<file path="src/rtl/ccsds123_tb_pkg.sv">
// rtl/ccsds123_tb_pkg.sv - shared constants, FSM encoding and LFSR step for the stall shaper
package ccsds123_tb_pkg;

  // Galois form of the x^32 + x^22 + x^2 + x^1 + 1 polynomial (right-shifting).
  localparam logic [31:0] LFSR_MASK = 32'h8020_0003;

  typedef enum logic {
    ST_IDLE  = 1'b0,
    ST_STALL = 1'b1
  } stall_state_e;

  function automatic logic [31:0] lfsr_step(input logic [31:0] v);
    return {1'b0, v[31:1]} ^ (v[0] ? LFSR_MASK : 32'h0);
  endfunction

endpackage

</file>
<file path="src/rtl/axis_skid_fifo.sv">
// rtl/axis_skid_fifo.sv - two-entry skid FIFO with registered storage
// Ports:
//   clk, reset        - clock, synchronous active-high reset (empties the FIFO)
//   i_push, i_data    - write strobe and word; ignored while full
//   i_pop             - read strobe; ignored while empty
//   o_data            - head-of-queue word, stable until popped
//   o_full, o_empty   - occupancy flags
module axis_skid_fifo
  import ccsds123_tb_pkg::*;
#(
  parameter int DATA_WIDTH = 17
) (
  input  logic                  clk,
  input  logic                  reset,
  input  logic                  i_push,
  input  logic [DATA_WIDTH-1:0] i_data,
  input  logic                  i_pop,
  output logic [DATA_WIDTH-1:0] o_data,
  output logic                  o_full,
  output logic                  o_empty
);

  logic [DATA_WIDTH-1:0] r_mem [2];
  logic                  r_wr_ptr;
  logic                  r_rd_ptr;
  logic [1:0]            r_count;
  logic                  w_push;
  logic                  w_pop;

  assign o_full  = (r_count == 2'd2);
  assign o_empty = (r_count == 2'd0);
  assign w_push  = i_push && !o_full;
  assign w_pop   = i_pop && !o_empty;
  assign o_data  = r_mem[r_rd_ptr];

  always_ff @(posedge clk) begin
    if (reset) begin
      r_wr_ptr <= 1'b0;
      r_rd_ptr <= 1'b0;
      r_count  <= 2'd0;
    end else begin
      if (w_push) r_wr_ptr <= ~r_wr_ptr;
      if (w_pop)  r_rd_ptr <= ~r_rd_ptr;
      // Simultaneous push and pop leaves the occupancy untouched.
      case ({w_push, w_pop})
        2'b10:   r_count <= r_count + 2'd1;
        2'b01:   r_count <= r_count - 2'd1;
        default: r_count <= r_count;
      endcase
    end
  end

  // Storage needs no reset: the pointers and count define what is valid.
  always_ff @(posedge clk) begin
    if (w_push) r_mem[r_wr_ptr] <= i_data;
  end

endmodule

</file>
<file path="src/rtl/axis_stall_shaper.sv">
// rtl/axis_stall_shaper.sv - AXI-Stream stage injecting pseudo-random input bubbles and output stall bursts
// Ports:
//   clk, reset                    - clock, synchronous active-high reset
//   s_axis_*                      - upstream stream (tdata/tvalid/tlast in, tready out)
//   m_axis_*                      - downstream stream (tdata/tvalid/tlast out, tready in)
//   in_mode                       - enable random input back-pressure
//   out_mode                      - enable random output stall bursts
//   stat_total/in_stall/out_valid - per-frame cycle, input-stall and output-beat counts of the last frame
//   stat_frames, stat_valid       - completed frame count and one-cycle update strobe
module axis_stall_shaper
  import ccsds123_tb_pkg::*;
#(
  parameter int          DATA_WIDTH    = 16,
  parameter int          CNT_WIDTH     = 32,
  parameter logic [31:0] SEED          = 32'h1,
  parameter int          IN_PASS_MOD   = 3,
  parameter int          OUT_STALL_MOD = 40,
  parameter int          BURST_MIN     = 20,
  parameter int          BURST_RANGE   = 20
) (
  input  logic                  clk,
  input  logic                  reset,
  input  logic [DATA_WIDTH-1:0] s_axis_tdata,
  input  logic                  s_axis_tvalid,
  input  logic                  s_axis_tlast,
  output logic                  s_axis_tready,
  output logic [DATA_WIDTH-1:0] m_axis_tdata,
  output logic                  m_axis_tvalid,
  output logic                  m_axis_tlast,
  input  logic                  m_axis_tready,
  input  logic                  in_mode,
  input  logic                  out_mode,
  output logic [CNT_WIDTH-1:0]  stat_total,
  output logic [CNT_WIDTH-1:0]  stat_in_stall,
  output logic [CNT_WIDTH-1:0]  stat_out_valid,
  output logic [CNT_WIDTH-1:0]  stat_frames,
  output logic                  stat_valid
);

  localparam logic [31:0]          LP_IN_MOD      = 32'(IN_PASS_MOD);
  localparam logic [31:0]          LP_OUT_MOD     = 32'(OUT_STALL_MOD);
  localparam logic [31:0]          LP_BURST_MIN   = 32'(BURST_MIN);
  localparam logic [31:0]          LP_BURST_RANGE = 32'(BURST_RANGE);
  localparam logic [CNT_WIDTH-1:0] LP_CNT_MAX     = '1;
  localparam logic [CNT_WIDTH-1:0] LP_CNT_ONE     = CNT_WIDTH'(1);

  logic [31:0]           r_lfsr;
  stall_state_e          r_state;
  stall_state_e          w_state_nxt;
  logic [31:0]           r_burst_cnt;
  logic [31:0]           w_burst_nxt;
  logic                  w_out_stall;
  logic                  w_in_gate;
  logic                  w_full;
  logic                  w_empty;
  logic [DATA_WIDTH:0]   w_fifo_out;
  logic                  w_in_hs;
  logic                  w_out_hs;
  logic                  w_frame_end;

  logic [CNT_WIDTH-1:0]  r_total_cnt;
  logic [CNT_WIDTH-1:0]  r_in_stall_cnt;
  logic [CNT_WIDTH-1:0]  r_out_valid_cnt;
  logic [CNT_WIDTH-1:0]  w_total_inc;
  logic [CNT_WIDTH-1:0]  w_in_stall_inc;
  logic [CNT_WIDTH-1:0]  w_out_valid_inc;

  // Free-running LFSR; it advances whether or not either mode is enabled so
  // the shaping pattern depends only on time since reset.
  always_ff @(posedge clk) begin
    if (reset) r_lfsr <= SEED;
    else       r_lfsr <= lfsr_step(r_lfsr);
  end

  assign w_in_gate = !in_mode || ((r_lfsr % LP_IN_MOD) == 32'd0);

  // Both handshake qualifiers are forced low while reset is held so nothing
  // transfers in the reset cycle itself.
  assign s_axis_tready = !reset && !w_full && w_in_gate;
  assign m_axis_tvalid = !reset && !w_empty && !w_out_stall;
  assign {m_axis_tlast, m_axis_tdata} = w_fifo_out;

  assign w_in_hs     = s_axis_tvalid && s_axis_tready;
  assign w_out_hs    = m_axis_tvalid && m_axis_tready;
  assign w_frame_end = w_out_hs && m_axis_tlast;

  axis_skid_fifo #(
    .DATA_WIDTH(DATA_WIDTH + 1)
  ) u_fifo (
    .clk     (clk),
    .reset   (reset),
    .i_push  (w_in_hs),
    .i_data  ({s_axis_tlast, s_axis_tdata}),
    .i_pop   (w_out_hs),
    .o_data  (w_fifo_out),
    .o_full  (w_full),
    .o_empty (w_empty)
  );

  // Output stall FSM: state register.
  always_ff @(posedge clk) begin
    if (reset) begin
      r_state     <= ST_IDLE;
      r_burst_cnt <= 32'd0;
    end else begin
      r_state     <= w_state_nxt;
      r_burst_cnt <= w_burst_nxt;
    end
  end

  // Output stall FSM: next state. The burst counter is loaded with length-1
  // so the STALL state lasts exactly the drawn number of cycles. out_mode is
  // only consulted in IDLE, so a running burst always completes.
  always_comb begin
    w_state_nxt = r_state;
    w_burst_nxt = r_burst_cnt;
    case (r_state)
      ST_IDLE: begin
        if (out_mode && ((r_lfsr % LP_OUT_MOD) == 32'd0)) begin
          w_state_nxt = ST_STALL;
          w_burst_nxt = LP_BURST_MIN + (r_lfsr % LP_BURST_RANGE) - 32'd1;
        end
      end
      ST_STALL: begin
        if (r_burst_cnt == 32'd0) w_state_nxt = ST_IDLE;
        else                      w_burst_nxt = r_burst_cnt - 32'd1;
      end
      default: w_state_nxt = ST_IDLE;
    endcase
  end

  // Output stall FSM: outputs.
  always_comb begin
    w_out_stall = (r_state == ST_STALL);
  end

  // Saturating per-frame increments; these are also the values published on
  // a frame end so that the final cycle of the frame is included.
  assign w_total_inc     = (r_total_cnt == LP_CNT_MAX) ? r_total_cnt : r_total_cnt + LP_CNT_ONE;
  assign w_in_stall_inc  = (s_axis_tvalid && !s_axis_tready && (r_in_stall_cnt != LP_CNT_MAX))
                           ? r_in_stall_cnt + LP_CNT_ONE : r_in_stall_cnt;
  assign w_out_valid_inc = (w_out_hs && (r_out_valid_cnt != LP_CNT_MAX))
                           ? r_out_valid_cnt + LP_CNT_ONE : r_out_valid_cnt;

  always_ff @(posedge clk) begin
    if (reset) begin
      r_total_cnt     <= '0;
      r_in_stall_cnt  <= '0;
      r_out_valid_cnt <= '0;
      stat_total      <= '0;
      stat_in_stall   <= '0;
      stat_out_valid  <= '0;
      stat_frames     <= '0;
      stat_valid      <= 1'b0;
    end else if (w_frame_end) begin
      stat_total      <= w_total_inc;
      stat_in_stall   <= w_in_stall_inc;
      stat_out_valid  <= w_out_valid_inc;
      stat_frames     <= stat_frames + LP_CNT_ONE;
      stat_valid      <= 1'b1;
      r_total_cnt     <= '0;
      r_in_stall_cnt  <= '0;
      r_out_valid_cnt <= '0;
    end else begin
      r_total_cnt     <= w_total_inc;
      r_in_stall_cnt  <= w_in_stall_inc;
      r_out_valid_cnt <= w_out_valid_inc;
      stat_valid      <= 1'b0;
    end
  end

endmodule
</file>
<file path="config.mk">
export PLATFORM = sky130hd
export DESIGN_NAME = axis_stall_shaper
export DESIGN_NICKNAME = d
export VERILOG_FILES = /design/src/rtl/ccsds123_tb_pkg.sv /design/src/rtl/axis_skid_fifo.sv /design/src/rtl/axis_stall_shaper.sv
export SDC_FILE = /design/constraint.sdc
export NUM_CORES = 1
export LEC_CHECK = 0
export BUFFER_PORTS_ARGS = -buffer_cell sky130_fd_sc_hd__buf_2
export CAP_MARGIN = 30
export CORE_ASPECT_RATIO = 1.4
export CORE_MARGIN = 1.5
export CORE_UTILIZATION = 30
export CTS_CLUSTER_SIZE = 14
export DETAILED_ROUTE_END_ITERATION = 12
export SLEW_MARGIN = 20
export SYNTH_ARGS = -nofsm -noshare
export SYNTH_HDL_FRONTEND = slang
export SYNTH_SLANG_ARGS = --single-unit
</file>
<file path="constraint.sdc">
create_clock -name clk -period 8.8 [get_ports clk]
set_input_delay 0.44 -clock clk [delete_from_list [all_inputs] [get_ports clk]]
set_output_delay 0.44 -clock clk [all_outputs]
set_load 0.03 [all_outputs]
</file>
==> impl_results.md <==
* Hold WC Path Type: primary input to flip-flop
* Maximum clock rate at 106 MHz
* Final GP Congestion at a little under 0.9
* Final setup viols at 134
* Htree depth at 1
* Clk Latency, worst-skew pair at 0.60 ns
* Worst Path Arrival at 8.97 ns
* Pin count of the biggest net entering global routing at 76
* Grt ovf at 0
* Final Instance Area at 24100 um2
* Top FF cell, synth: dfxtp_1
* Clk Tree Root Cell: clkbuf_16
* Met1 Wirelength at 23.1 mm
* EDFF count, synth at 34
* Setup CP Type: flip-flop to output port
* Min-delay src: s_axis_tdata[1]
* Top cells by area, synth: dfxtp_1 (32%), nor2_1 (5.8%), edfxtp_1 (5.5%), nand2_1 (4.3%), xor2_1 (4.2%)
* Final hold vios at 0
* Routed WL per cell at 16.7 um
* Clk_skew at 0.0173 ns
* Slew margin rel. at 0.382
* CTS buffer count at 31
* Sw power at 1.79 mW
* Reg2reg end: u_fifo.r_mem[1][9]$_DFFE_PP_
* DRT Wirelength at 57.2 mm
* FF-to-FF path depth at 38
* Peak supply drop at 0.174 mV
* Slowest cell on crit path: or4_4
* TritonCTS clock tree: built
* Most numerous cell in the Yosys netlist: dfxtp_1
* Reg clk slew, reported paths at 0.07 ns
* Seq pwr share at 0.308
* PwrDens at 213 nW/um2
* DR vias at between 15000 and 20000
* Layout cells sized above 1 at 0.287
* Mapped cell area at 18500 um2
* Worst Max-Slew Pin Slew at slightly above 0.9 ns
* Global-route wire length before repair at about 94 mm
* Detail Placement HPWL at 39.9 mm
* Synthesis-to-layout area growth at 29.9%
* Pre-Repair DR Iteration Count at 5
* Synth warn at 0
* Worst setup margin at -0.612 ns
* Antenna violations before repair at 1
* Failing checks: setup timing
* Leakage at 9.04 nW
* ANT cells at 0
* Seq/Total Area, Yosys at 0.374
* R2R setup slack at -0.34 ns
* Crit-path max cell delay at 0.54 ns
* Initial DRC Count at 1180
* Uppermost layer routed: met5
* Fin crit share at 1.07
* Yosys top cell by area: dfxtp_1
* Die area at around 63000 um2
* Syn_nets at 2307
* Ys async rst share at 0
* Die width at 213 um
* Post-route DRC at 0
* Io pins at between 150 and 200
* Combinational share of power at 0.426
* RSZ-0062 raised after global routing: yes
* Worst-path fanout max at 8
* Via/cell ratio at around 5.4
* Worst R2R Start: r_lfsr[29]$_SDFF_PP0_
* CP Capture Type: output port
* Avg Inst Size Synth at 8.15 um2
* CTS Hold Buffers Added at 0
* Final core utilization at 0.395
* Vias in the first global route at 18500
* Post-Synthesis Cells at 2273
* Most frequent cells after synthesis: dfxtp_1 (295), nor2_1 (287), nand2_1 (214), o21ai_0 (131), clkbuf_1 (122)
* Startpoint class of the critical path: flip-flop
* Crit path to: s_axis_tready
* CORE AREA at 60900 um2
* Switching share of power at 0.350
* Placed instance area at 21600 um2
* Max_cap viols at 0
* Clk pwr share at 0.266
* Port bufs at 170
* Min Tclk post-route at 9.41 ns
* Initial Utilization at 0.304
* Status: finished with violations
* Wire length on met3 at between 2 and 3 mm
* Launch point of the worst path: r_lfsr[29]$_SDFF_PP0_
* Post-synth top area share at 0.319
* Internal Power at 3.34 mW
* Final Power at 5.13 mW
* Final max-slew violation count at 0
* Synth unique cells at between 100 and 150
* Met2 wire len at roughly 30 mm
* CTS max path bufs at 3
* Total Routing Usage GR at 0.176
* ANT nets after route at 0
* Die height at slightly below 300 um
* Final net count at 2615
* # clock sinks at 329
* Flops & latches, synth at about 330
* WP data required at 8.36 ns
* Row count at 107
worst min-delay path by stage:
stage	to	slack [ns]	depth (start not counted)
after CTS	u_fifo.r_mem[0][8]$_DFFE_PP_	0.002	1
after global placement	stat_out_valid[0]$_SDFFE_PP0P_	0.44	2
final	u_fifo.r_mem[0][1]$_DFFE_PP_	0.04	1
after global routing	u_fifo.r_mem[0][1]$_DFFE_PP_	0.005	1
after detailed placement	stat_total[22]$_SDFFE_PP0P_	0.44	2
after floorplan	r_burst_cnt[11]$_SDFFE_PP0P_	0.43	2
final cells by class:
class | count | area [um2]
Clock buffer | 40 | 871
Clock inverter | 12 | 143
Fill cell | 6094 | 36900
Inverter | 44 | 165
Multi-Input combinational cell | 1740 | 11900
Sequential cell | 329 | 6940
Tap cell | 817 | 1020
Timing Repair Buffer | 435 | 3050
layout by cell type (no fill, tap or decap), drive strengths merged, types with 18 or more instances in the layout:
master	Yosys	layout
a211oi	18	18
a21oi	70	70
a311oi	28	28
a31oi	23	23
and3	38	38
and4	18	18
buf	41	434
clkbuf	122	40
dfxtp	295	295
edfxtp	34	34
inv	35	36
mux2	24	24
nand2	214	214
nand3	95	95
nand3b	55	55
nand4	54	54
nor2	287	287
nor2b	22	22
nor3	77	77
nor4	25	25
o211ai	19	19
o21ai	166	166
o31ai	23	23
or2	15	18
or3	41	41
xnor2	51	51
xor2	90	90
routing by layer:
metal | GRT usage | vias up
li1 | - | 8931
met1 | 0.199 | 8945
met2 | 0.324 | 439
met3 | 0.0304 | 131
met4 | 0.0623 | 2
met5 | 0 | -
power groups by stage:
stage               registers, mW  logic (mW)  clock network, mW
finish                       1.58        2.19               1.36
global route                 1.59        2.35               1.46
CTS                          1.58        2.00               1.41
detailed placement           1.62        1.82                  0
global placement             1.61        1.80                  0
floorplan                    1.60        1.13                  0
stage by stage:
| step | TNS [ns] | cells | setup slack [ns] | hold slack (ns) |
|---|---|---|---|---|
| floorplan | -2.16 | 2273 | -0.156 | 0.432 |
| global placement | -46.72 | 3326 | -0.436 | 0.436 |
| detailed placement | -50.94 | 3327 | -0.487 | 0.439 |
| CTS | -20.78 | 3406 | -0.596 | 0.00228 |
| global route | -78.79 | 3417 | -1.01 | 0.00458 |
| finish | -27.30 | 3417 | -0.612 | 0.0354 |
sequential cells by signal, indices dropped and copies added (netlist names), 32 cells and up, named ones only:
register	count
u_fifo.r_mem	34
r_burst_cnt	32
r_in_stall_cnt	32
r_lfsr	32
r_out_valid_cnt	32
r_total_cnt	32
stat_frames	32
stat_in_stall	32
stat_out_valid	32
stat_total	32
worst max-delay path, delay by kind of cell, from the launching register on:
kind / cells / cell delay [ns]
AO/OA/AOI/OAI: 18 / 3.86
AND/OR/NAND/NOR: 6 / 2.14
buffers and inverters: 5 / 0.67
multiplexers: 2 / 0.66
adder cells (fa/ha/maj): 2 / 0.45
flip-flops: 1 / 0.38
XOR/XNOR: 1 / 0.19
cell families (layout without fill, tap and decap cells):
logic type / after synthesis / in the layout / synth area share
compound gates: 531 / 531 / 0.203
flops: 329 / 329 / 0.374
simple gates: 1018 / 1021 / 0.280
fa+ha+maj: 12 / 12 / 0.00797
mux: 35 / 35 / 0.0209
buf+inv: 207 / 531 / 0.0475
xor+xnor: 141 / 141 / 0.0671
timing repair:
action,4_1_cts,5_1_grt
endpoints found under the setup margin,135,135
endpoints found under the hold margin,0,0
pin swaps,76,33
cloned,6,0
resized for setup,143,87
setup buffers,22,12
Power figures use the tool's default switching activity.
